[src/rtl/win_sched_pkg.sv]
`timescale 1ns/1ps
// Shared types and frame geometry for the window scheduler.
// Latency: n/a (declarations only).
// Backpressure: n/a.
package win_sched_pkg;

    // Frame-level scheduler states
    typedef enum logic [2:0] {
        IDLE  = 3'd0,
        START = 3'd1,
        RUN   = 3'd2,
        DRAIN = 3'd3,
        DONE  = 3'd4
    } state_t;

    // Image / window geometry of one frame
    localparam int IMG_ROWS    = 80;
    localparam int WIN_PER_ROW = 64;
    localparam int WIN_ROWS    = 65;
    localparam int WIN_DATA_W  = 32;

endpackage

[src/rtl/win_fifo.sv]
`timescale 1ns/1ps
// Generic first-word-fall-through FIFO, WIDTH x DEPTH (DEPTH power of 2, >= 2).
// Latency: a pushed word is visible on dout the cycle after the push.
// Backpressure: push ignored when full unless a pop happens in the same cycle; pop ignored when empty.
module win_fifo #(
    parameter int WIDTH = 45,
    parameter int DEPTH = 8
) (
    input  logic                     clk,
    input  logic                     rst,
    input  logic                     push,
    input  logic                     pop,
    input  logic [WIDTH-1:0]         din,
    output logic [WIDTH-1:0]         dout,
    output logic                     full,
    output logic                     empty,
    output logic [$clog2(DEPTH):0]   count
);
    localparam int AW = $clog2(DEPTH);
    localparam logic [AW:0]   CNT_ONE  = 1;
    localparam logic [AW:0]   CNT_FULL = (AW+1)'(DEPTH);
    localparam logic [AW-1:0] PTR_ONE  = 1;

    logic [WIDTH-1:0] mem_q [DEPTH];
    logic [AW-1:0]    wr_ptr_q, rd_ptr_q;
    logic [AW:0]      count_q;
    logic             do_push, do_pop;

    assign empty   = (count_q == '0);
    assign full    = (count_q == CNT_FULL);
    assign count   = count_q;
    assign dout    = mem_q[rd_ptr_q];
    // A full FIFO still takes a push when the head leaves in the same cycle
    assign do_pop  = pop && !empty;
    assign do_push = push && (!full || do_pop);

    // Pointer and occupancy bookkeeping
    always_ff @(posedge clk) begin
        if (rst) begin
            wr_ptr_q <= '0;
            rd_ptr_q <= '0;
            count_q  <= '0;
        end else begin
            if (do_push) wr_ptr_q <= wr_ptr_q + PTR_ONE;
            if (do_pop)  rd_ptr_q <= rd_ptr_q + PTR_ONE;
            if (do_push && !do_pop)      count_q <= count_q + CNT_ONE;
            else if (do_pop && !do_push) count_q <= count_q - CNT_ONE;
        end
    end

    // Storage array; contents are don't-care until written
    always_ff @(posedge clk) begin
        if (do_push) mem_q[wr_ptr_q] <= din;
    end

endmodule

[src/rtl/window_sched.sv]
`timescale 1ns/1ps
// Frame scheduler: runs one handler pass per frame, addresses image SRAM, queues windows for the correlator.
// Latency: mem_addr combinational from row/col; a captured window reaches win_* one cycle after hdl_receive.
// Backpressure: win_valid/win_receive pop; a window arriving at a full FIFO with no pop is dropped and sets ovf_err. Optional WIN_SCHED_PERF_EN adds perf counters.
module window_sched
    import win_sched_pkg::*;
#(
    parameter int ADDR_W        = 16,
    parameter int WORDS_PER_ROW = 20,
    parameter int FIFO_DEPTH    = 8,
    parameter int IDX_W         = 13
) (
    input  logic                 clk,
    input  logic                 rst,
    input  logic                 start,
    input  logic [ADDR_W-1:0]    frame_base,
    output logic                 busy,
    output logic                 frame_done,
    output logic                 ovf_err,
    output logic                 hdl_en,
    input  logic                 hdl_ack,
    input  logic [6:0]           hdl_row,
    input  logic [6:0]           hdl_col,
    input  logic                 hdl_window_ready,
    input  logic [31:0]          hdl_window_data,
    input  logic                 hdl_done,
    output logic                 hdl_receive,
    output logic                 mem_rd,
    output logic [ADDR_W-1:0]    mem_addr,
    output logic                 win_valid,
    output logic [31:0]          win_data,
    output logic [IDX_W-1:0]     win_idx,
    input  logic                 win_receive
`ifdef WIN_SCHED_PERF_EN
   ,output logic [31:0]          perf_stall_cyc,
    output logic [$clog2(FIFO_DEPTH):0] perf_max_occ
`endif
);
    localparam int ENT_W = IDX_W + WIN_DATA_W;
    localparam logic [IDX_W-1:0] IDX_ONE = 1;

    state_t              state_q, state_d;
    logic [ADDR_W-1:0]   base_q;
    logic [IDX_W-1:0]    win_cnt_q, win_cnt_d;
    logic                ovf_q, ovf_d;

    logic                start_acc, push_req, fifo_push, fifo_pop, drop;
    logic                fifo_full, fifo_empty;
    logic [ENT_W-1:0]    fifo_dout;
    logic [$clog2(FIFO_DEPTH):0] occ;
    logic [ADDR_W-1:0]   row_off, addr_sum;

    assign start_acc = (state_q == IDLE) && start;
    assign push_req  = ((state_q == START) || (state_q == RUN)) && hdl_window_ready;
    assign fifo_pop  = !fifo_empty && win_receive;
    assign fifo_push = push_req && (!fifo_full || fifo_pop);
    assign drop      = push_req && fifo_full && !fifo_pop;

    win_fifo #(
        .WIDTH (ENT_W),
        .DEPTH (FIFO_DEPTH)
    ) u_fifo (
        .clk   (clk),
        .rst   (rst),
        .push  (fifo_push),
        .pop   (fifo_pop),
        .din   ({win_cnt_q, hdl_window_data}),
        .dout  (fifo_dout),
        .full  (fifo_full),
        .empty (fifo_empty),
        .count (occ)
    );

    // Next state and per-state control outputs
    always_comb begin
        state_d    = state_q;
        busy       = 1'b1;
        hdl_en     = 1'b0;
        mem_rd     = 1'b0;
        frame_done = 1'b0;
        case (state_q)
            IDLE: begin
                busy = 1'b0;
                if (start) state_d = START;
            end
            START: begin
                hdl_en = 1'b1;
                if (hdl_ack) state_d = RUN;
            end
            RUN: begin
                mem_rd = 1'b1;
                if (hdl_done) state_d = DRAIN;
            end
            DRAIN: begin
                if (fifo_empty) state_d = DONE;
            end
            DONE: begin
                frame_done = 1'b1;
                state_d    = IDLE;
            end
            default: state_d = IDLE;
        endcase
    end

    // Window sequence number and sticky overflow; dropped windows still consume a number
    always_comb begin
        win_cnt_d = win_cnt_q;
        ovf_d     = ovf_q;
        if (start_acc) begin
            win_cnt_d = '0;
            ovf_d     = 1'b0;
        end else begin
            if (push_req) win_cnt_d = win_cnt_q + IDX_ONE;
            if (drop)     ovf_d     = 1'b1;
        end
    end

    // State, frame base and window bookkeeping registers
    always_ff @(posedge clk) begin
        if (rst) begin
            state_q   <= IDLE;
            base_q    <= '0;
            win_cnt_q <= '0;
            ovf_q     <= 1'b0;
        end else begin
            state_q   <= state_d;
            win_cnt_q <= win_cnt_d;
            ovf_q     <= ovf_d;
            if (start_acc) base_q <= frame_base;
        end
    end

    // SRAM address: base + row*WORDS_PER_ROW + col, wrapping at ADDR_W bits
    always_comb begin
        row_off  = ADDR_W'(hdl_row) * ADDR_W'(WORDS_PER_ROW);
        addr_sum = base_q + row_off + ADDR_W'(hdl_col);
        mem_addr = mem_rd ? addr_sum : '0;
    end

    assign hdl_receive = fifo_push;
    assign ovf_err     = ovf_q;
    assign win_valid   = !fifo_empty;
    // Head fields read as zero while the FIFO is empty
    assign win_data    = fifo_empty ? '0 : fifo_dout[WIN_DATA_W-1:0];
    assign win_idx     = fifo_empty ? '0 : fifo_dout[ENT_W-1:WIN_DATA_W];

`ifdef WIN_SCHED_PERF_EN
    logic [31:0]                 stall_q;
    logic [$clog2(FIFO_DEPTH):0] max_occ_q;

    // Stall cycles and peak occupancy, cleared on an accepted start, saturating
    always_ff @(posedge clk) begin
        if (rst || start_acc) begin
            stall_q   <= '0;
            max_occ_q <= '0;
        end else begin
            if (win_valid && !win_receive && (stall_q != '1)) stall_q <= stall_q + 32'd1;
            if (occ > max_occ_q) max_occ_q <= occ;
        end
    end

    assign perf_stall_cyc = stall_q;
    assign perf_max_occ   = max_occ_q;
`else
    logic occ_unused;
    assign occ_unused = ^occ;
`endif

endmodule

[config.mk]
export PLATFORM = sky130hd
export DESIGN_NAME = window_sched
export DESIGN_NICKNAME = d
export VERILOG_FILES = /design/src/rtl/win_sched_pkg.sv /design/src/rtl/win_fifo.sv /design/src/rtl/window_sched.sv
export SDC_FILE = /design/constraint.sdc
export NUM_CORES = 1
export LEC_CHECK = 0
export ABC_AREA = 0
export CAP_MARGIN = 20
export CORE_UTILIZATION = 40
export CTS_CLUSTER_SIZE = 14
export DETAILED_ROUTE_END_ITERATION = 12
export HOLD_SLACK_MARGIN = 0.02
export PLACE_DENSITY = 0.58
export SKIP_LAST_GASP = 1
export SLEW_MARGIN = 20
export SYNTH_ARGS = -nofsm -noshare
export SYNTH_HDL_FRONTEND = slang
export SYNTH_HIERARCHICAL = 1
export SYNTH_SLANG_ARGS = --single-unit
export TNS_END_PERCENT = 1
[constraint.sdc]
create_clock -name clk -period 8.8 [get_ports clk]
set_input_delay 0.88 -clock clk [delete_from_list [all_inputs] [get_ports clk]]
set_output_delay 0.88 -clock clk [all_outputs]
set_load 0.1 [all_outputs]
# After elaboration in Yosys (flattened, before gate mapping)
# Memories as Yosys holds them, arrays and structs flattened. A register that Yosys moved wholly into a read port is not among the register bits.
# Index checks and enable logic that the tools add are counted.
[word_totals]
n_memories = 1
mem_bits_rw = 360
reg_bits = 43
wordCells = 66
inputBits = 69
[mem_list]
columns = ["memory", "words", "word_bits", "read_ports", "rd_ports_with_merged_regs", "wr", "line", "text"]
rows = [
  ["u_fifo.mem_q", 8, 45, 1, 1, 1, "win_fifo.sv:24", "logic [WIDTH-1:0] mem_q [DEPTH];"],
]
[classes]
n_eq_ne = 9
n_reduce_logical = 23
mul = 1
n_mux = 18
n_addsub = 7
[ops]
columns = ["cell", "n"]
rows = [
  ["2-to-1 mux 32 bit", 1],
  ["2-to-1 mux 3 bit", 6],
  ["adder 16 x 12 -> 16 bit", 1],
  ["adder 16 x 7 -> 16 bit", 1],
  ["2-to-1 mux 16 bit", 1],
  ["adder 13 x 1 -> 13 bit, second input constant", 1],
  ["2-to-1 mux 13 bit", 1],
  ["one-hot mux 3 bit (4 select lines)", 1],
  ["logical AND 1 bit", 10],
  ["multiplier 7 x 3 -> 10 bit, second input constant", 1],
  ["2-to-1 mux 4 bit", 2],
  ["!= test 2 bit, second input constant", 4],
  ["adder 3 x 1 -> 3 bit, second input constant", 2],
  ["equality test 3 x 2 -> 1 bit, second input constant", 2],
  ["2-to-1 mux 1 bit", 6],
  ["zero test 1 bit", 5],
  ["adder 4 x 1 -> 4 bit, second input constant", 1],
  ["equality test 4 bit, second input constant", 1],
  ["zero test 4 bit", 1],
  ["AND reduction 4 bit", 1],
  ["subtractor 4 x 1 -> 4 bit, second input constant", 1],
  ["equality test 3 x 1 -> 1 bit, second input constant", 1],
  ["equality test 3 bit, second input constant", 1],
  ["zero test 3 bit", 1],
  ["other kinds (3)", 5],
]

# Depth between registers and ports, before layout
[depth]
word_depth = 10
ltp_mapped = 16

# By module
# The synthesis kept the hierarchy.
[modules_own_cells]
columns = ["module", "cells_each", "n_inst", "area_each_um2"]
rows = [
  ["win_fifo", 593, 1, 14173.6],
  ["window_sched", 366, 1, 2797.7],
]

# Least setup slack after synthesis
# No wires, ideal clock.
[synth_path]
path_kind = "flip-flop to flip-flop"
startpoint = "register u_fifo.count_q[0], in the netlist u_fifo/count[0]"
endpoint = "memory u_fifo.mem_q[0][0] (enable)"
setup_ns = 0.560
stages_incl_launch_ff = 8
required_time_ns = 8.240
arrival_ns = 8.621
setup_slack_ns = -0.382
cell_sequence = "dfxtp_1 -> nor4_1 -> clkbuf_1 -> inv_1 -> nand2_1 -> a21boi_0 -> o21ai_4 -> nor4_1"
[synth_via]
elab_chain_cells = 8
elab_cells_between_ends = 12
[synth_lines]
columns = ["element", "line", "text"]
rows = [
  ["from (decl)", "win_fifo.sv:26", "logic [AW:0] count_q;"],
  ["from (signal assigned)", "win_fifo.sv:46", "if (do_push && !do_pop) count_q <= count_q + CNT_ONE;"],
  ["from (signal assigned)", "win_fifo.sv:47", "else if (do_pop && !do_push) count_q <= count_q - CNT_ONE;"],
  ["zero test 4 bit", "win_fifo.sv:29", "assign empty = (count_q == '0);"],
  ["named net fifo_empty", "window_sched.sv:48", "logic fifo_full, fifo_empty;"],
  ["zero test 1 bit", "-", ""],
  ["named net win_valid", "window_sched.sv:30", "output logic win_valid,"],
  ["logical AND 1 bit", "window_sched.sv:55", "assign fifo_pop = !fifo_empty && win_receive;"],
  ["logical OR 1 bit", "window_sched.sv:56", "assign fifo_push = push_req && (!fifo_full || fifo_pop);"],
  ["logical AND 1 bit", "window_sched.sv:56", ""],
  ["named net hdl_receive", "window_sched.sv:27", "output logic hdl_receive,"],
  ["logical AND 1 bit", "win_fifo.sv:35", "assign do_push = push && (!full || do_pop);"],
  ["2-to-1 mux 1 bit", "win_fifo.sv:53", "if (do_push) mem_q[wr_ptr_q] <= din;"],
  ["2-to-1 mux 1 bit (not written as such)", "win_fifo.sv:53", ""],
  ["to (decl)", "win_fifo.sv:24", ""],
]
# The timed path passes the listed nets, and every way through them passes these cells.

# Worst setup path after layout
[layout_path]
startpoint = "input hdl_row[1]"
endpoint = "output mem_addr[15]"
[layout_via]
elab_chain_cells = 4
[layout_lines]
columns = ["element", "line", "text"]
rows = [
  ["from (decl)", "window_sched.sv:22", "input logic [6:0] hdl_row,"],
  ["multiplier 7 x 3 -> 10 bit", "window_sched.sv:135", "row_off = ADDR_W'(hdl_row) * ADDR_W'(WORDS_PER_ROW);"],
  ["adder 16 x 12 -> 16 bit", "window_sched.sv:136", "addr_sum = base_q + row_off + ADDR_W'(hdl_col);"],
  ["adder 16 x 7 -> 16 bit", "window_sched.sv:136", ""],
  ["2-to-1 mux 16 bit", "window_sched.sv:137", "mem_addr = mem_rd ? addr_sum : '0;"],
  ["to (decl)", "window_sched.sv:29", "output logic [ADDR_W-1:0] mem_addr,"],
]
# Every way passes these cells.

==> flow_metrics.tcl <==
set metrics [dict create \
    outcome "finished, final reports clean" \
    min-delay-start "base_q[4]" \
    area_growth_pct 19.7 \
    regArea_mm2 0.0117 \
    multi_input_area_mm2 0.00495 \
    path_clk_slew_ns 0.05 \
    dr.pass1.iters 4 \
    synth_area_per_cell_um2 17.7 \
    critPathKind "primary input to output pin" \
    worstPathCellList "clkdlybuf4s50_1 -> ha_1 -> ha_1 -> inv_1 -> fa_1 -> inv_1 -> a21oi_1 -> o21bai_1 -> a21oi_1 -> nor2b_1 -> ha_1 -> ha_1 -> and3_1 -> nand4_1 -> a21o_1 -> a2111o_1 -> o21ai_0 -> clkdlybuf4s50_1" \
    die_h_um 208 \
    cts_max_path_buffers 3 \
    cp_common_cell "ha_1" \
    crit-reg2reg-launch "state_q[1]" \
    critical-path-top-delay-family "buffers and inverters" \
    h-tree-depth 2 \
    cts_resized 0 \
    synth_edf_count 360 \
    die_width_um 208 \
    layout-drive-gt1-share_pct 20.1 \
    fin_nets 1224 \
    fmax_mhz 150 \
    max-vdd-ir-drop_uv 227 \
    p_leak_nw 6.60 \
    crit_arrival_ns 5.77 \
    hold_path_class "flip-flop to flip-flop" \
    finalCriticalPeriod_ns 6.65 \
    hold_path_end "base_q[4]" \
    tritoncts "yes" \
    syn_area_mm2 0.0170 \
    hold_violations 0 \
    crit_path_start_kind "primary input" \
    tns_ns 0 \
    hold_depth 2 \
    dp_hpwl_um 19100 \
    setup_viol 0 \
    critPathSlowestCell "clkdlybuf4s50_1" \
    worst_slew_margin_rel_pct 29.0 \
    drtIter0Drc 523 \
    r2r-end "u_fifo/mem_q[6][27]" \
    powerDensity_mw_per_mm2 284 \
    wl_per_cell_um 20.7 \
    rsz0062_at_grt "no" \
    post-route-period-util_pct 75.6 \
    via_per_inst 5.23 \
    cts_root_buf "clkbuf_16" \
    grtUsageTotal_pct 16.4 \
    gr-total-overflow 0 \
    wirelength_um 34900 \
    ys_types 54 \
    cts-hold-fix-buffers 0 \
    place.gp.congestion 0.775 \
    clkSinkCount 406 \
    slew_viol_final 0 \
    maxCapViolations 0 \
    finalClockSkew_ns 0.0129 \
    fin_ws_ns 2.15 \
    drtAntennaViolNets 0 \
    required_ns 7.92 \
    io_buffers 136 \
    grt_max_degree 55 \
    grt_pass1_wl_um 53800 \
    holdWs_ns 0.460 \
    cts_setup_buffers 0 \
    synth_async_sr_flop_share_pct 0 \
    dieArea_mm2 0.0433 \
    rrSetupSlack_ns 4.77 \
    synth_nets 1071 \
    fp-row-count 75 \
    end_kind "output pin" \
    cts_buffers 44 \
    fill_cells 3518 \
    path_max_fanout 7 \
    slowest_delay_ns 1.16 \
    insertion_delay_ns 0.55 \
    place_ws_ns 2.14 \
    netlist_instances 959 \
    antenna_found_initial 0 \
    reg2regPathDepth 8 \
    remaining_drc_errors 0 \
    worst-path-buf-inv 4 \
    synth_seq_cells 406 \
    num_io_pins 137 \
    initial_core_util_pct 40.6 \
    routed-via-count 8807 \
    yosysSeqAreaShare_pct 69.1 \
    first_global_vias 9092 \
    core-area_mm2 0.0419 \
    worstMarginPinSlew_ns 1.06 \
    ys_warn_count 6 \
    synth_ff_type "edfxtp_1" \
]
## routing by layer
metal	vias up	GRT usage (%)	wire (um)
li1	4064	-	-
met4	0	4.90	681
met1	4532	22.8	16100
met2	158	26.9	16900
met3	53	2.48	1250
met5	-	0	0
## how the worst max path moves through the flow
stage	slack, ns	depth (start not counted)	to	startpoint
2_1_floorplan	0.67	9	u_fifo/mem_q[4][0]	u_fifo/count[0]
3_3_place_gp	2.18	18	mem_addr[15]	hdl_row[1]
3_5_place_dp	2.14	17	mem_addr[12]	hdl_row[1]
4_1_cts	2.13	17	mem_addr[12]	hdl_row[1]
5_1_grt	1.87	17	mem_addr[12]	hdl_row[1]
6_report	2.15	18	mem_addr[15]	hdl_row[1]
## tightest hold or removal path: cells and delay by family (launching register included)
kind               cells  cell delay (ns)
AOI/OAI and AO/OA      1             0.05
DFF                    1             0.30
and+or+nand+nor        1             0.05
## report_power, final
group          switching (W)  total [W]  internal, W
Combinational        0.00121    0.00181     0.000593
Clock               0.000724    0.00175      0.00102
Sequential         0.0000488    0.00221      0.00216
## cells in the final DEF (no fill, tap or decap), drive strengths merged, types with 3 or more instances in the layout
master and count:
nand2 54, edfxtp 360, clkdlybuf4s50 136, and2 3
a31oi 5, nor2 34, ha 35, xnor2 14
or3 4, inv 28, nand2b 3, nand4 6
mux2 46, mux4 90, nand3 7, nor3 18
clkbuf 56, o21a 4, xor2 10, fa 8
clkinv 18, mux2i 3, nor2b 51, buf 16
dfxtp 46, o21ai 9, a21o 12, bufinv 3
a21oi 38, nor4 4
## synthesized netlist by cell type (8+ instances only)
| master | number | area [um^2] |
|---|---|---|
| fa_1 | 8 | 160 |
| nor3_1 | 17 | 85.1 |
| o21ai_0 | 8 | 40.0 |
| nand2_1 | 54 | 203 |
| a21oi_1 | 38 | 190 |
| nor2_1 | 33 | 124 |
| a21o_1 | 12 | 90.1 |
| nor2b_1 | 51 | 319 |
| buf_1 | 9 | 33.8 |
| mux2_2 | 46 | 518 |
| buf_6 | 9 | 101 |
| ha_1 | 35 | 438 |
| xor2_1 | 10 | 87.6 |
| mux4_2 | 90 | 2030 |
| clkbuf_1 | 19 | 71.3 |
| xnor2_1 | 14 | 123 |
| edfxtp_1 | 360 | 10800 |
| dfxtp_1 | 46 | 921 |
| inv_1 | 27 | 101 |
## stage by stage
stage                     cell area (um^2)  util, %  instances  power, W
after floorplan                      17000        -        959   0.00370
after global placement               19000     45.3       1605   0.00409
after global routing                 20300     48.5       1684   0.00598
final                                20300     48.5       1685   0.00576
after CTS                            20300     48.5       1684   0.00584
after detailed placement             19000     45.3       1605   0.00409
## cells by family (layout without fill, tap and decap cells)
kind of cell / Yosys count / in the layout / synth area share, %
flip-flops: 406 / 406 / 69.1
AND/OR/NAND/NOR: 192 / 192 / 5.79
multiplexers: 139 / 139 / 15.2
AO/OA/AOI/OAI: 82 / 82 / 3.07
buffers and inverters: 73 / 259 / 2.09
adder cells (fa/ha/maj): 43 / 43 / 3.52
XOR/XNOR: 24 / 24 / 1.24
other: 0 / 1 / 0
## registers in the layout (all words and copies together), names as in the netlist, named ones only
signal / flops
state_q: 3
base_q: 16
u_fifo/wr_ptr_q: 3
ovf_err: 1
u_fifo/count: 4
u_fifo/rd_ptr_q: 3
win_cnt_q: 13
u_fifo/mem_q: 360
## area by class of cell
type                            instances  area share, %
Tap cell                              539           3.32
Clock inverter                         23          0.930
Sequential cell                       406           57.8
Clock buffer                           56           5.75
Inverter                               28          0.517
Antenna cell                            1         0.0123
Timing Repair Buffer                  152           7.29
Multi-Input combinational cell        480           24.4
Note: power is estimated with default switching activity, not from simulation.
